### config.mk
export PLATFORM = sky130hd
export DESIGN_NAME = store_buffer_flat
export DESIGN_NICKNAME = d
export VERILOG_FILES = /design/src/rtl/sb_pkg.sv /design/src/rtl/store_buffer_if.sv /design/src/rtl/sb_lane_align.sv /design/src/rtl/store_buffer.sv /design/src/flat_wrapper.sv
export SDC_FILE = /design/constraint.sdc
export NUM_CORES = 1
export LEC_CHECK = 0
export BUFFER_PORTS_ARGS = -buffer_cell sky130_fd_sc_hd__buf_4
export CAP_MARGIN = 30
export CORE_ASPECT_RATIO = 1.75
export CORE_MARGIN = 3
export CORE_UTILIZATION = 50
export CTS_CLUSTER_DIAMETER = 80
export DETAILED_ROUTE_END_ITERATION = 10
export HOLD_SLACK_MARGIN = 0.05
export PLACE_DENSITY_LB_ADDON = 0.15
export SYNTH_ARGS = -nofsm -noshare
export SYNTH_HDL_FRONTEND = slang
export SYNTH_SLANG_ARGS = --single-unit
### constraint.sdc
create_clock -name clk -period 4.7 [get_ports clk]
set_clock_uncertainty 0.1 [all_clocks]
set_input_delay 0.705 -clock clk [delete_from_list [all_inputs] [get_ports clk]]
set_output_delay 0.705 -clock clk [all_outputs]
set_load 0.02 [all_outputs]
### src/rtl/sb_pkg.sv
// rtl/sb_pkg.sv - store buffer size encodings, entry type and byte-lane helpers
package sb_pkg;

    localparam logic [1:0] SZ_BYTE = 2'b00;
    localparam logic [1:0] SZ_HALF = 2'b01;
    localparam logic [1:0] SZ_WORD = 2'b10;

    typedef struct packed {
        logic        valid;
        logic [31:0] base;
        logic [3:0]  mask;
        logic [31:0] data;
    } sb_entry_t;

    function automatic logic [3:0] size_mask(input logic [1:0] size, input logic [1:0] off);
        logic [3:0] m;
        case (size)
            SZ_BYTE: m = 4'b0001;
            SZ_HALF: m = 4'b0011;
            default: m = 4'b1111;
        endcase
        return m << off;
    endfunction

    function automatic logic misaligned(input logic [1:0] size, input logic [1:0] off);
        return ((size == SZ_HALF) && (off == 2'd3)) || (size[1] && (off != 2'd0));
    endfunction

    function automatic logic [31:0] merge_bytes(input logic [31:0] old_w, input logic [31:0] new_w,
                                                input logic [3:0] mask);
        logic [31:0] r;
        r = old_w;
        for (int i = 0; i < 4; i++) begin
            if (mask[i]) r[8*i +: 8] = new_w[8*i +: 8];
        end
        return r;
    endfunction

endpackage

### src/rtl/store_buffer_if.sv
// rtl/store_buffer_if.sv - core request/response and data memory port bundle
interface store_buffer_if #(parameter int ADDR_WIDTH = 32);
    logic                  LD_REQ;
    logic                  ST_REQ;
    logic [1:0]            SIZE;
    logic                  UNSIGNED;
    logic [ADDR_WIDTH-1:0] ADDR;
    logic [31:0]           WD;
    logic                  FLUSH;
    logic [31:0]           RD;
    logic                  MISALIGN;
    logic                  STALL;
    logic                  MEM_WE;
    logic [ADDR_WIDTH-1:0] MEM_ADDR;
    logic [31:0]           MEM_WD;
    logic [31:0]           MEM_RD;

    modport slave (
        input  LD_REQ, ST_REQ, SIZE, UNSIGNED, ADDR, WD, FLUSH, MEM_RD,
        output RD, MISALIGN, STALL, MEM_WE, MEM_ADDR, MEM_WD
    );

    modport master (
        output LD_REQ, ST_REQ, SIZE, UNSIGNED, ADDR, WD, FLUSH, MEM_RD,
        input  RD, MISALIGN, STALL, MEM_WE, MEM_ADDR, MEM_WD
    );
endinterface

### src/rtl/sb_lane_align.sv
// rtl/sb_lane_align.sv - byte-lane shifter: store right-align->lane, load lane->right-align+extend
module sb_lane_align
    import sb_pkg::*;
#(
    parameter bit IS_LOAD = 1'b0
) (
    input  logic [31:0] i_data,
    input  logic [1:0]  i_off,
    input  logic [1:0]  i_size,
    input  logic        i_unsigned,
    output logic [31:0] o_data
);
    logic [4:0]  w_sh;
    logic [31:0] w_shift;
    logic [31:0] w_ext;

    assign w_sh    = {i_off, 3'b000};
    assign w_shift = IS_LOAD ? (i_data >> w_sh) : (i_data << w_sh);

    always_comb begin
        w_ext = w_shift;
        case (i_size)
            SZ_BYTE: w_ext = {{24{~i_unsigned & w_shift[7]}}, w_shift[7:0]};
            SZ_HALF: w_ext = {{16{~i_unsigned & w_shift[15]}}, w_shift[15:0]};
            default: w_ext = w_shift;
        endcase
    end

    assign o_data = IS_LOAD ? w_ext : w_shift;
endmodule

### src/rtl/store_buffer.sv
// rtl/store_buffer.sv - posted-store FIFO with coalescing, idle-cycle drain and load forwarding
module store_buffer
    import sb_pkg::*;
#(
    parameter int DEPTH      = 4,
    parameter int ADDR_WIDTH = 32
) (
    input  logic           clk,
    input  logic           reset,
    store_buffer_if.slave  bus
);
    localparam int PW = $clog2(DEPTH);
    localparam int CW = $clog2(DEPTH + 1);

    sb_entry_t       r_entries [DEPTH];
    logic [PW-1:0]   r_head;
    logic [PW-1:0]   r_tail;
    logic [CW-1:0]   r_count;

    logic [ADDR_WIDTH-1:0] w_base;
    logic [31:0]     w_base32;
    logic [1:0]      w_off;
    logic [3:0]      w_mask;
    logic            w_mis, w_st, w_ld;
    logic            w_empty, w_full, w_young_hit;
    logic            w_drain, w_coal, w_push;
    logic [PW-1:0]   w_young_idx;
    logic [31:0]     w_st_lane, w_fwd_word, w_ld_data;

    assign w_base      = {bus.ADDR[ADDR_WIDTH-1:2], 2'b00};
    assign w_base32    = 32'(w_base);
    assign w_off       = bus.ADDR[1:0];
    assign w_mask      = size_mask(bus.SIZE, w_off);
    assign w_mis       = !reset && (bus.LD_REQ || bus.ST_REQ) && misaligned(bus.SIZE, w_off);
    assign w_st        = !reset && bus.ST_REQ && !w_mis;
    assign w_ld        = !reset && bus.LD_REQ && !bus.ST_REQ && !w_mis;
    assign w_empty     = (r_count == '0);
    assign w_full      = (r_count == CW'(DEPTH));
    assign w_young_idx = r_tail - PW'(1);
    assign w_young_hit = !w_empty && (r_entries[w_young_idx].base == w_base32);

    // A raised LD_REQ reserves the port even when a store wins the request;
    // only a full buffer taking a non-coalescing store forces the head out.
    assign w_drain = !reset && !w_empty && !w_mis &&
                     (!bus.LD_REQ || (w_st && w_full && !w_young_hit));
    // Never merge into the entry leaving this cycle, or the new bytes would be lost.
    assign w_coal  = w_st && w_young_hit && !(w_drain && (r_count == CW'(1)));
    assign w_push  = w_st && !w_coal;

    sb_lane_align #(.IS_LOAD(1'b0)) u_st_align (
        .i_data     (bus.WD),
        .i_off      (w_off),
        .i_size     (bus.SIZE),
        .i_unsigned (bus.UNSIGNED),
        .o_data     (w_st_lane)
    );

    always_comb begin
        w_fwd_word = bus.MEM_RD;
        for (int i = 0; i < DEPTH; i++) begin
            if ((CW'(i) < r_count) && r_entries[r_head + PW'(i)].valid &&
                (r_entries[r_head + PW'(i)].base == w_base32)) begin
                w_fwd_word = merge_bytes(w_fwd_word, r_entries[r_head + PW'(i)].data,
                                         r_entries[r_head + PW'(i)].mask);
            end
        end
    end

    sb_lane_align #(.IS_LOAD(1'b1)) u_ld_align (
        .i_data     (w_fwd_word),
        .i_off      (w_off),
        .i_size     (bus.SIZE),
        .i_unsigned (bus.UNSIGNED),
        .o_data     (w_ld_data)
    );

    always_comb begin
        bus.MEM_WE   = w_drain;
        bus.MEM_ADDR = w_drain ? r_entries[r_head].base[ADDR_WIDTH-1:0] : w_base;
        bus.MEM_WD   = w_drain ? merge_bytes(bus.MEM_RD, r_entries[r_head].data,
                                             r_entries[r_head].mask) : 32'h0;
        bus.RD       = w_ld ? w_ld_data : 32'h0;
        bus.MISALIGN = w_mis;
        bus.STALL    = !reset && bus.FLUSH && !w_empty;
    end

    always_ff @(posedge clk) begin
        if (reset) begin
            r_head  <= '0;
            r_tail  <= '0;
            r_count <= '0;
            for (int i = 0; i < DEPTH; i++) r_entries[i] <= '0;
        end else begin
            if (w_drain) begin
                r_entries[r_head].valid <= 1'b0;
                r_head                  <= r_head + PW'(1);
            end
            if (w_coal) begin
                r_entries[w_young_idx].data <= merge_bytes(r_entries[w_young_idx].data, w_st_lane, w_mask);
                r_entries[w_young_idx].mask <= r_entries[w_young_idx].mask | w_mask;
            end
            // When full, head and tail coincide; this later write overrides the pop's valid clear.
            if (w_push) begin
                r_entries[r_tail] <= '{valid: 1'b1, base: w_base32, mask: w_mask, data: w_st_lane};
                r_tail            <= r_tail + PW'(1);
            end
            r_count <= r_count + CW'(w_push) - CW'(w_drain);
        end
    end
endmodule

### src/flat_wrapper.sv
// flat-port wrapper written by rule: the top's interface ports become plain ports
module store_buffer_flat import sb_pkg::*;
#(
    parameter int DEPTH      = 4,
    parameter int ADDR_WIDTH = 32
)
  (clk, reset, bus_LD_REQ, bus_ST_REQ, bus_SIZE, bus_UNSIGNED, bus_ADDR, bus_WD, bus_FLUSH, bus_MEM_RD, bus_RD, bus_MISALIGN, bus_STALL, bus_MEM_WE, bus_MEM_ADDR, bus_MEM_WD);
  store_buffer_if #(.ADDR_WIDTH(ADDR_WIDTH)) bus_i ();
  input  logic clk;
  input  logic reset;
  input wire logic [$bits(bus_i.LD_REQ)-1:0] bus_LD_REQ;
  input wire logic [$bits(bus_i.ST_REQ)-1:0] bus_ST_REQ;
  input wire logic [$bits(bus_i.SIZE)-1:0] bus_SIZE;
  input wire logic [$bits(bus_i.UNSIGNED)-1:0] bus_UNSIGNED;
  input wire logic [$bits(bus_i.ADDR)-1:0] bus_ADDR;
  input wire logic [$bits(bus_i.WD)-1:0] bus_WD;
  input wire logic [$bits(bus_i.FLUSH)-1:0] bus_FLUSH;
  input wire logic [$bits(bus_i.MEM_RD)-1:0] bus_MEM_RD;
  output wire logic [$bits(bus_i.RD)-1:0] bus_RD;
  output wire logic [$bits(bus_i.MISALIGN)-1:0] bus_MISALIGN;
  output wire logic [$bits(bus_i.STALL)-1:0] bus_STALL;
  output wire logic [$bits(bus_i.MEM_WE)-1:0] bus_MEM_WE;
  output wire logic [$bits(bus_i.MEM_ADDR)-1:0] bus_MEM_ADDR;
  output wire logic [$bits(bus_i.MEM_WD)-1:0] bus_MEM_WD;
  assign bus_i.LD_REQ = bus_LD_REQ;
  assign bus_i.ST_REQ = bus_ST_REQ;
  assign bus_i.SIZE = bus_SIZE;
  assign bus_i.UNSIGNED = bus_UNSIGNED;
  assign bus_i.ADDR = bus_ADDR;
  assign bus_i.WD = bus_WD;
  assign bus_i.FLUSH = bus_FLUSH;
  assign bus_i.MEM_RD = bus_MEM_RD;
  assign bus_RD = bus_i.RD;
  assign bus_MISALIGN = bus_i.MISALIGN;
  assign bus_STALL = bus_i.STALL;
  assign bus_MEM_WE = bus_i.MEM_WE;
  assign bus_MEM_ADDR = bus_i.MEM_ADDR;
  assign bus_MEM_WD = bus_i.MEM_WD;
  store_buffer #(.DEPTH(DEPTH), .ADDR_WIDTH(ADDR_WIDTH)) u_core (.clk(clk), .reset(reset), .bus(bus_i));
endmodule
==> Word level (Yosys, flattened, before mapping) <==
Memories as Yosys holds them, arrays and structs flattened. A register that Yosys moved wholly into a read port is not among the register bits.
Index checks and enable logic that the tools add are counted.
{ "totals": {"ff_bits": 7, "input_bits": 104, "out_inout_bits": 99, "memories": 1, "wordCells": 136, "ramBits": 268} }
{ "classes": {"shifts": 3, "n_eq_ne": 9, "n_mux": 59, "addsub": 7, "n_lt_le_gt_ge": 4, "n_reduce_logical": 46, "n_bitwise": 4} }
{ "mem_list": {"columns": ["memory", "depth", "width", "rd", "rd_clocked_by_memory_dff", "write_ports", "line_no", "rtl"], "rows": [
  ["u_core.r_entries", 4, 67, 5, 1, 4, "store_buffer.sv:15", "sb_entry_t r_entries [DEPTH];"]
]} }
{ "ops": {"columns": ["operator", "count"], "rows": [
  ["32-bit 2-to-1 mux", 7],
  ["8-bit 2-to-1 mux", 28],
  ["67-bit 2-to-1 mux", 3],
  ["67-bit OR reduction", 3],
  ["32-bit equality test", 5],
  ["32-bit case mux with 2 select lines", 1],
  ["32-bit by 5-bit left shift with 32-bit output", 1],
  ["32-bit by 5-bit right shift with 32-bit output", 1],
  ["1-bit logical AND", 29],
  ["2-bit 2-to-1 mux", 8],
  ["1-bit 2-to-1 mux", 11],
  ["1-bit logical NOT", 8],
  ["4-bit case mux with 2 select lines", 1],
  ["1-bit by 3-bit less-than comparator with 1-bit output, first input constant", 2],
  ["2-bit by 3-bit less-than comparator with 1-bit output, first input constant", 2],
  ["2-bit by 1-bit adder with 2-bit output, second input constant", 2],
  ["2-bit adder, second input constant", 2],
  ["4-bit OR", 1],
  ["4-bit by 2-bit left shift with 4-bit output", 1],
  ["3-bit by 1-bit adder with 3-bit output", 1],
  ["3-bit by 1-bit equality test with 1-bit output, second input constant", 1],
  ["3-bit equality test, second input constant", 1],
  ["3-bit logical NOT", 1],
  ["1-bit logical OR", 3],
  ["other kinds (8)", 9]
]} }

==> Longest topological paths before layout <==
{ "logic_depth": {"ltp_word": 20, "ltp_mapped": 20, "depth_no_buf": 14} }

==> Cells and area by module <==
Synthesis repeated with hierarchy kept, for this count alone.
{ "hier_totals": {"cells_unflattened": 2422, "area_unflattened_um2": 26501.7} }
{ "by_module_without_submodules": {"columns": ["module", "area_each_um2", "seq_area_each_um2", "cells_per_inst", "instances"], "rows": [
  ["store_buffer", 25154.1, 8227.9, 2254, 1],
  ["sb_lane_align at u_core.u_ld_align", 768.2, 0.0, 103, 1],
  ["sb_lane_align at u_core.u_st_align", 579.3, 0.0, 65, 1]
]} }

==> Worst setup path after synthesis <==
Ideal clock, no wire load.
{ "synth_timing": {"kind": "input -> output", "start": "input bus_ADDR[18]", "end": "output bus_RD[4]", "slack_ps": -129, "path_buffers": 2, "cell_stages": 13, "arrival_ps": 4024, "t_required_ps": 3895, "cell_sequence": "buf_1 inv_1 xnor2_1 nand2_1 o21a_1 or4_1 nor4_1 or3b_2 clkbuf_1 o21ai_0 a21oi_1 nor2_1 a311oi_1"} }
{ "synth_between": {"elab_chain_cells": 12, "word_cells_on_any_way": 27, "classes_between": "eq/ne (4); shift (1); mux (18); reduce/logical (4)"} }
{ "synth_lines": {"columns": ["item", "line_no", "rtl"], "rows": [
  ["start: declaration", "flat_wrapper.sv:15", "input wire logic [$bits(bus_i.ADDR)-1:0] bus_ADDR;"],
  ["32-bit equality test", "store_buffer.sv:62", "(r_entries[r_head + PW'(i)].base == w_base32)) begin"],
  ["1-bit logical AND", "store_buffer.sv:61", "if ((CW'(i) < r_count) && r_entries[r_head + PW'(i)].valid &&"],
  ["32-bit 2-to-1 mux", "store_buffer.sv:61", null],
  ["8-bit 2-to-1 mux", "sb_pkg.sv:34", "if (mask[i]) r[8*i +: 8] = new_w[8*i +: 8];"],
  ["32-bit 2-to-1 mux", "store_buffer.sv:61", null],
  ["8-bit 2-to-1 mux", "sb_pkg.sv:34", null],
  ["32-bit 2-to-1 mux", "store_buffer.sv:61", null],
  ["8-bit 2-to-1 mux", "sb_pkg.sv:34", null],
  ["32-bit 2-to-1 mux (*)", "store_buffer.sv:61", null],
  ["32-bit by 5-bit right shift with 32-bit output (*)", "sb_lane_align.sv:18", "assign w_shift = IS_LOAD ? (i_data >> w_sh) : (i_data << w_sh);"],
  ["32-bit case mux with 2 select lines (*)", "sb_lane_align.sv:22", "case (i_size)"],
  ["32-bit 2-to-1 mux (*)", "store_buffer.sv:82", "bus.RD = w_ld ? w_ld_data : 32'h0;"],
  ["end: declaration", "flat_wrapper.sv:19", "output wire logic [$bits(bus_i.RD)-1:0] bus_RD;"]
]} }
Mark *: on every way between the ends. The rest lies on a longest branch, timed or not.

==> Final worst setup path <==
{ "layout_timing": {"start": "register u_core.r_head[0]", "end": "output bus_RD[12]"} }
{ "layout_between": {"elab_chain_cells": 13, "word_cells_on_any_way": 32, "classes_between": "add/sub (3); eq/ne (3); shift (1); mux (17); bitwise (1); reduce/logical (6); memory (1)"} }
{ "layout_lines": {"columns": ["item", "line_no", "rtl"], "rows": [
  ["start: declaration", "store_buffer.sv:16", "logic [PW-1:0] r_head;"],
  ["start signal: assignment", "store_buffer.sv:96", "r_head <= r_head + PW'(1);"],
  ["2-bit by 1-bit adder with 2-bit output", null, null],
  ["memory read 4 x 67 bit (*)", null, null],
  ["32-bit equality test / 1-bit logical AND (equally long branches)", "store_buffer.sv:62, store_buffer.sv:61", null],
  ["1-bit logical AND", "store_buffer.sv:61", null],
  ["32-bit 2-to-1 mux", "store_buffer.sv:61", null],
  ["8-bit 2-to-1 mux", "sb_pkg.sv:34", null],
  ["32-bit 2-to-1 mux", "store_buffer.sv:61", null],
  ["8-bit 2-to-1 mux", "sb_pkg.sv:34", null],
  ["32-bit 2-to-1 mux (*)", "store_buffer.sv:61", null],
  ["32-bit by 5-bit right shift with 32-bit output (*)", "sb_lane_align.sv:18", null],
  ["1-bit AND", "sb_lane_align.sv:23", "SZ_BYTE: w_ext = {{24{~i_unsigned & w_shift[7]}}, w_shift[7:0]};"],
  ["32-bit case mux with 2 select lines (*)", "sb_lane_align.sv:22", null],
  ["32-bit 2-to-1 mux (*)", "store_buffer.sv:82", null]
]} }
Marked as above.

==> results.py <==
metrics = {
    "run_status": {
        "status": "complete, but fails checks",
        "violations": "setup timing",
    },
    "cells_and_area": {
        "nNetsFinal": 3084,
        "nFillCells": 3806,
        "drive_gt1_share_pct": 46.36,
        "finalNonFillerCells": 3656,
        "design_area_um2": 34360,
        "synthToLayoutAreaGrowth_pct": 37.04,
        "antenna_cells": 0,
    },
    "die": {
        "ioPinCount": 203,
        "die_height_um": 302.2,
        "coreArea_um2": 49590,
        "die_w_um": 175.3,
        "num_rows": 108,
        "initial_core_util_pct": 50.56,
        "die_area_um2": 52980,
    },
    "grt": {
        "antenna_found_initial": 2,
        "grt_usage_pct": 42.91,
        "grt_pass1_wl_mm": 165.1,
        "grt_pass1_vias": 24690,
        "grt_max_degree": 55,
        "grt-ovfl-total": 0,
    },
    "job": {
        "maxCapViolations": 0,
    },
    "logic_synthesis": {
        "ys.flop_type": "edfxtp_1",
        "synth_edf_count": 268,
        "syn_area_um2": 25070,
        "yosysWarnings": 0,
        "ys_seq_elements": 277,
        "synth_cells": 2305,
        "async_reset_ff_share_pct": 0,
        "postSynthAreaPerCell_um2": 10.88,
        "post_synth_num_cell_types": 94,
        "synth_seq_area_share_pct": 32.81,
    },
    "drt": {
        "via_count": 24750,
        "top_layer": "met5",
        "wirelength_met1_mm": 36.36,
        "wl_mm": 119.8,
        "ant_nets": 0,
        "wl_per_cell_um": 32.78,
        "drc": 0,
        "first_pass_iters": 6,
        "vias_per_cell": 6.771,
        "dr_wl_met3_mm": 9.001,
        "dr_wl_met2_mm": 58.68,
        "drt_iter0_drc": 2594,
    },
    "clock_tree": {
        "cts_buffers": 29,
        "clock-root-buffer": "clkbuf_16",
        "clock_latency_ps": 600,
        "numClockSinks": 277,
        "clk_pin_slew_ps": 70,
        "cts_buffer_depth": 3,
        "htreeDepth": 1,
        "cts_tree": "built",
    },
    "timing": {
        "setup_viol": 62,
        "fmax_mhz": 172.3,
        "report.final.slew_viol_count": 0,
        "tightest_slew_ps": 1111,
        "rsz0062_at_grt": "yes",
        "slew_headroom_pct": 25.14,
        "fin_crit_sh_pct": 123.5,
        "finalHoldViolCount": 0,
        "setup_ws_ps": -1102,
        "finalCriticalPeriod_ps": 5802,
    },
    "pwr": {
        "cellPowerDensity_nw_per_um2": 266.1,
        "p_leak_nw": 13.04,
        "peakVddDrop_v": 0.0003348,
    },
    "critical_path": {
        "cp_cell_sequence": "buf_4 > buf_6 > buf_6 > mux2i_2 > xnor2_2 > nor4b_2 > a2bb2oi_2 > or4_4 > buf_6 > or4_4 > buf_6 > o211ai_1 > o22ai_4 > a21oi_4 > buf_12 > clkbuf_16 > o211ai_1 > buf_4",
        "worst_setup_path_start_kind": "register",
        "end_kind": "output port",
        "worstSetupPathType": "register to output port",
        "cpMaxStageDelayCell": "or4_4",
        "cpPeakStageDelay_ps": 550,
        "crit_required_ps": 3890,
        "critPathMaxFanout": 7,
        "critPathMostFrequentCell": "buf_6",
        "cp_data_arrival_time_ps": 5000,
    },
    "place": {
        "port_buffers": 200,
        "place_worst_setup_slack_ps": -1005,
        "gp_congestion": 1.064,
        "dp_cells": 3530,
        "placed_area_um2": 31260,
        "hpwl_mm": 88.08,
    },
    "worst_hold_path": {
        "hold_class": "input port to register",
    },
}
## worst paths after layout
path                             end               from  slack, ps  cells past startpoint
max                       bus_RD[12]   u_core.r_head[0]      -1100                     18
min                 u_core.r_tail[0]              reset        300                      2
max reg2reg  u_core.r_entries[2][22]   u_core.r_tail[0]        280                     17
min reg2reg        u_core.r_count[2]  u_core.r_count[2]        700                      4
## cells in the mapped netlist (30+ instances only)
| library cell | n | area, µm² |
|---|---|---|
| a21oi_1 | 117 | 585.6 |
| and2_1 | 69 | 431.7 |
| buf_1 | 32 | 120.1 |
| buf_2 | 40 | 200.2 |
| clkbuf_1 | 109 | 409.1 |
| edfxtp_1 | 268 | 8048 |
| inv_1 | 35 | 131.4 |
| mux2_2 | 82 | 923.4 |
| mux2i_1 | 206 | 2062 |
| mux4_2 | 222 | 5000 |
| nand2_1 | 102 | 382.9 |
| nand3_1 | 32 | 160.2 |
| nand4_1 | 30 | 187.7 |
| nor2_1 | 217 | 814.5 |
| nor2b_1 | 62 | 387.9 |
| nor3_1 | 52 | 260.3 |
| nor4_1 | 50 | 312.8 |
| o21ai_0 | 85 | 425.4 |
| xnor2_1 | 114 | 998.5 |
## cell families (layout without fill, tap and decap cells)
group	count (synthesis)	in the layout	synth area share [%]
and+or+nand+nor	738	738	15.31
xor gates and xnor gates	131	131	4.576
AOI/OAI and AO/OA	382	382	10.02
adders and majority gates	5	5	0.2795
buffers and inverters	259	949	5.015
muxes	512	512	31.96
DFF	277	277	32.81
other	1	2	0.01496
## registers in the layout, indices dropped and copies added (netlist names), named ones only
register and flops:
u_core.r_tail 2, u_core.r_head 2, u_core.r_entries 268, u_core.r_count 3
## routing by layer
layer,up-vias,global-route usage (%)
met5,-,0
li1,10260,-
met3,588,6.832
met4,4,43.34
met1,12210,43.14
met2,1696,73.40
## cell usage in the layout (no fill, tap or decap), types with 8 or more instances in the layout
cell type and count:
a211oi_1 8, a211oi_2 8, a21o_1 12, a21oi_1 110, and2_1 68, and3_1 23
buf_12 53, buf_4 726, buf_6 58, clkbuf_16 38, clkinv_1 10, edfxtp_1 268
inv_1 33, mux2_2 58, mux2_4 25, mux2i_1 177, mux2i_2 18, mux2i_4 12
mux4_2 222, nand2_1 92, nand2b_1 21, nand3_1 27, nand3b_1 10, nand4_1 30
nor2_1 212, nor2b_1 62, nor3_1 48, nor3b_1 10, nor4_1 43, o211ai_1 23
o21a_1 9, o21ai_0 62, o21ai_1 13, o22ai_1 20, or2_2 11, xnor2_1 93
xnor2_2 17, xor2_1 17
## timing repair
action,in CTS,in global routing
pin swaps,5,43
resized for setup,75,241
setup buffers,10,50
setup endpoints to repair,95,95
cloned,1,12
hold buffers,0,0
## area by class of cell
class,count,area [µm²],share of cell area (%)
Timing Repair Buffer,856,7555,21.99
Multi-Input combinational cell,1770,16680,48.55
Tap cell,660,825.8,2.403
Clock inverter,16,135.1,0.3933
Clock buffer,36,752.0,2.188
Inverter,41,158.9,0.4625
Sequential cell,277,8250,24.01
## metrics by stage
step                      TNS [ps]  hold slack (ps)  total power, mW  util (%)
after floorplan                  0            554.0            4.807         -
after global placement      -19880            541.8            6.311     63.03
after detailed placement    -21770            599.2            6.356     63.03
after CTS                   -38080            286.0            8.686     65.86
after global routing        -42940            327.4            9.383     69.29
final                       -36910            300.5            9.143     69.29
## critical path: cells and delay by family, from the launching register on
family / cells / cell delay [ps]
AOI/OAI and AO/OA: 5 / 820
and+or+nand+nor: 3 / 1400
DFF: 1 / 410
buffers and inverters: 8 / 1250
muxes: 1 / 280
xor gates and xnor gates: 1 / 230
## where the power goes
group	switching, mW	internal (mW)
combinational	2.04	1.87
clock	1.02	1.24
sequential	0.141	2.84
total	3.20	5.94
Note: power is estimated with default switching activity, not from simulation.
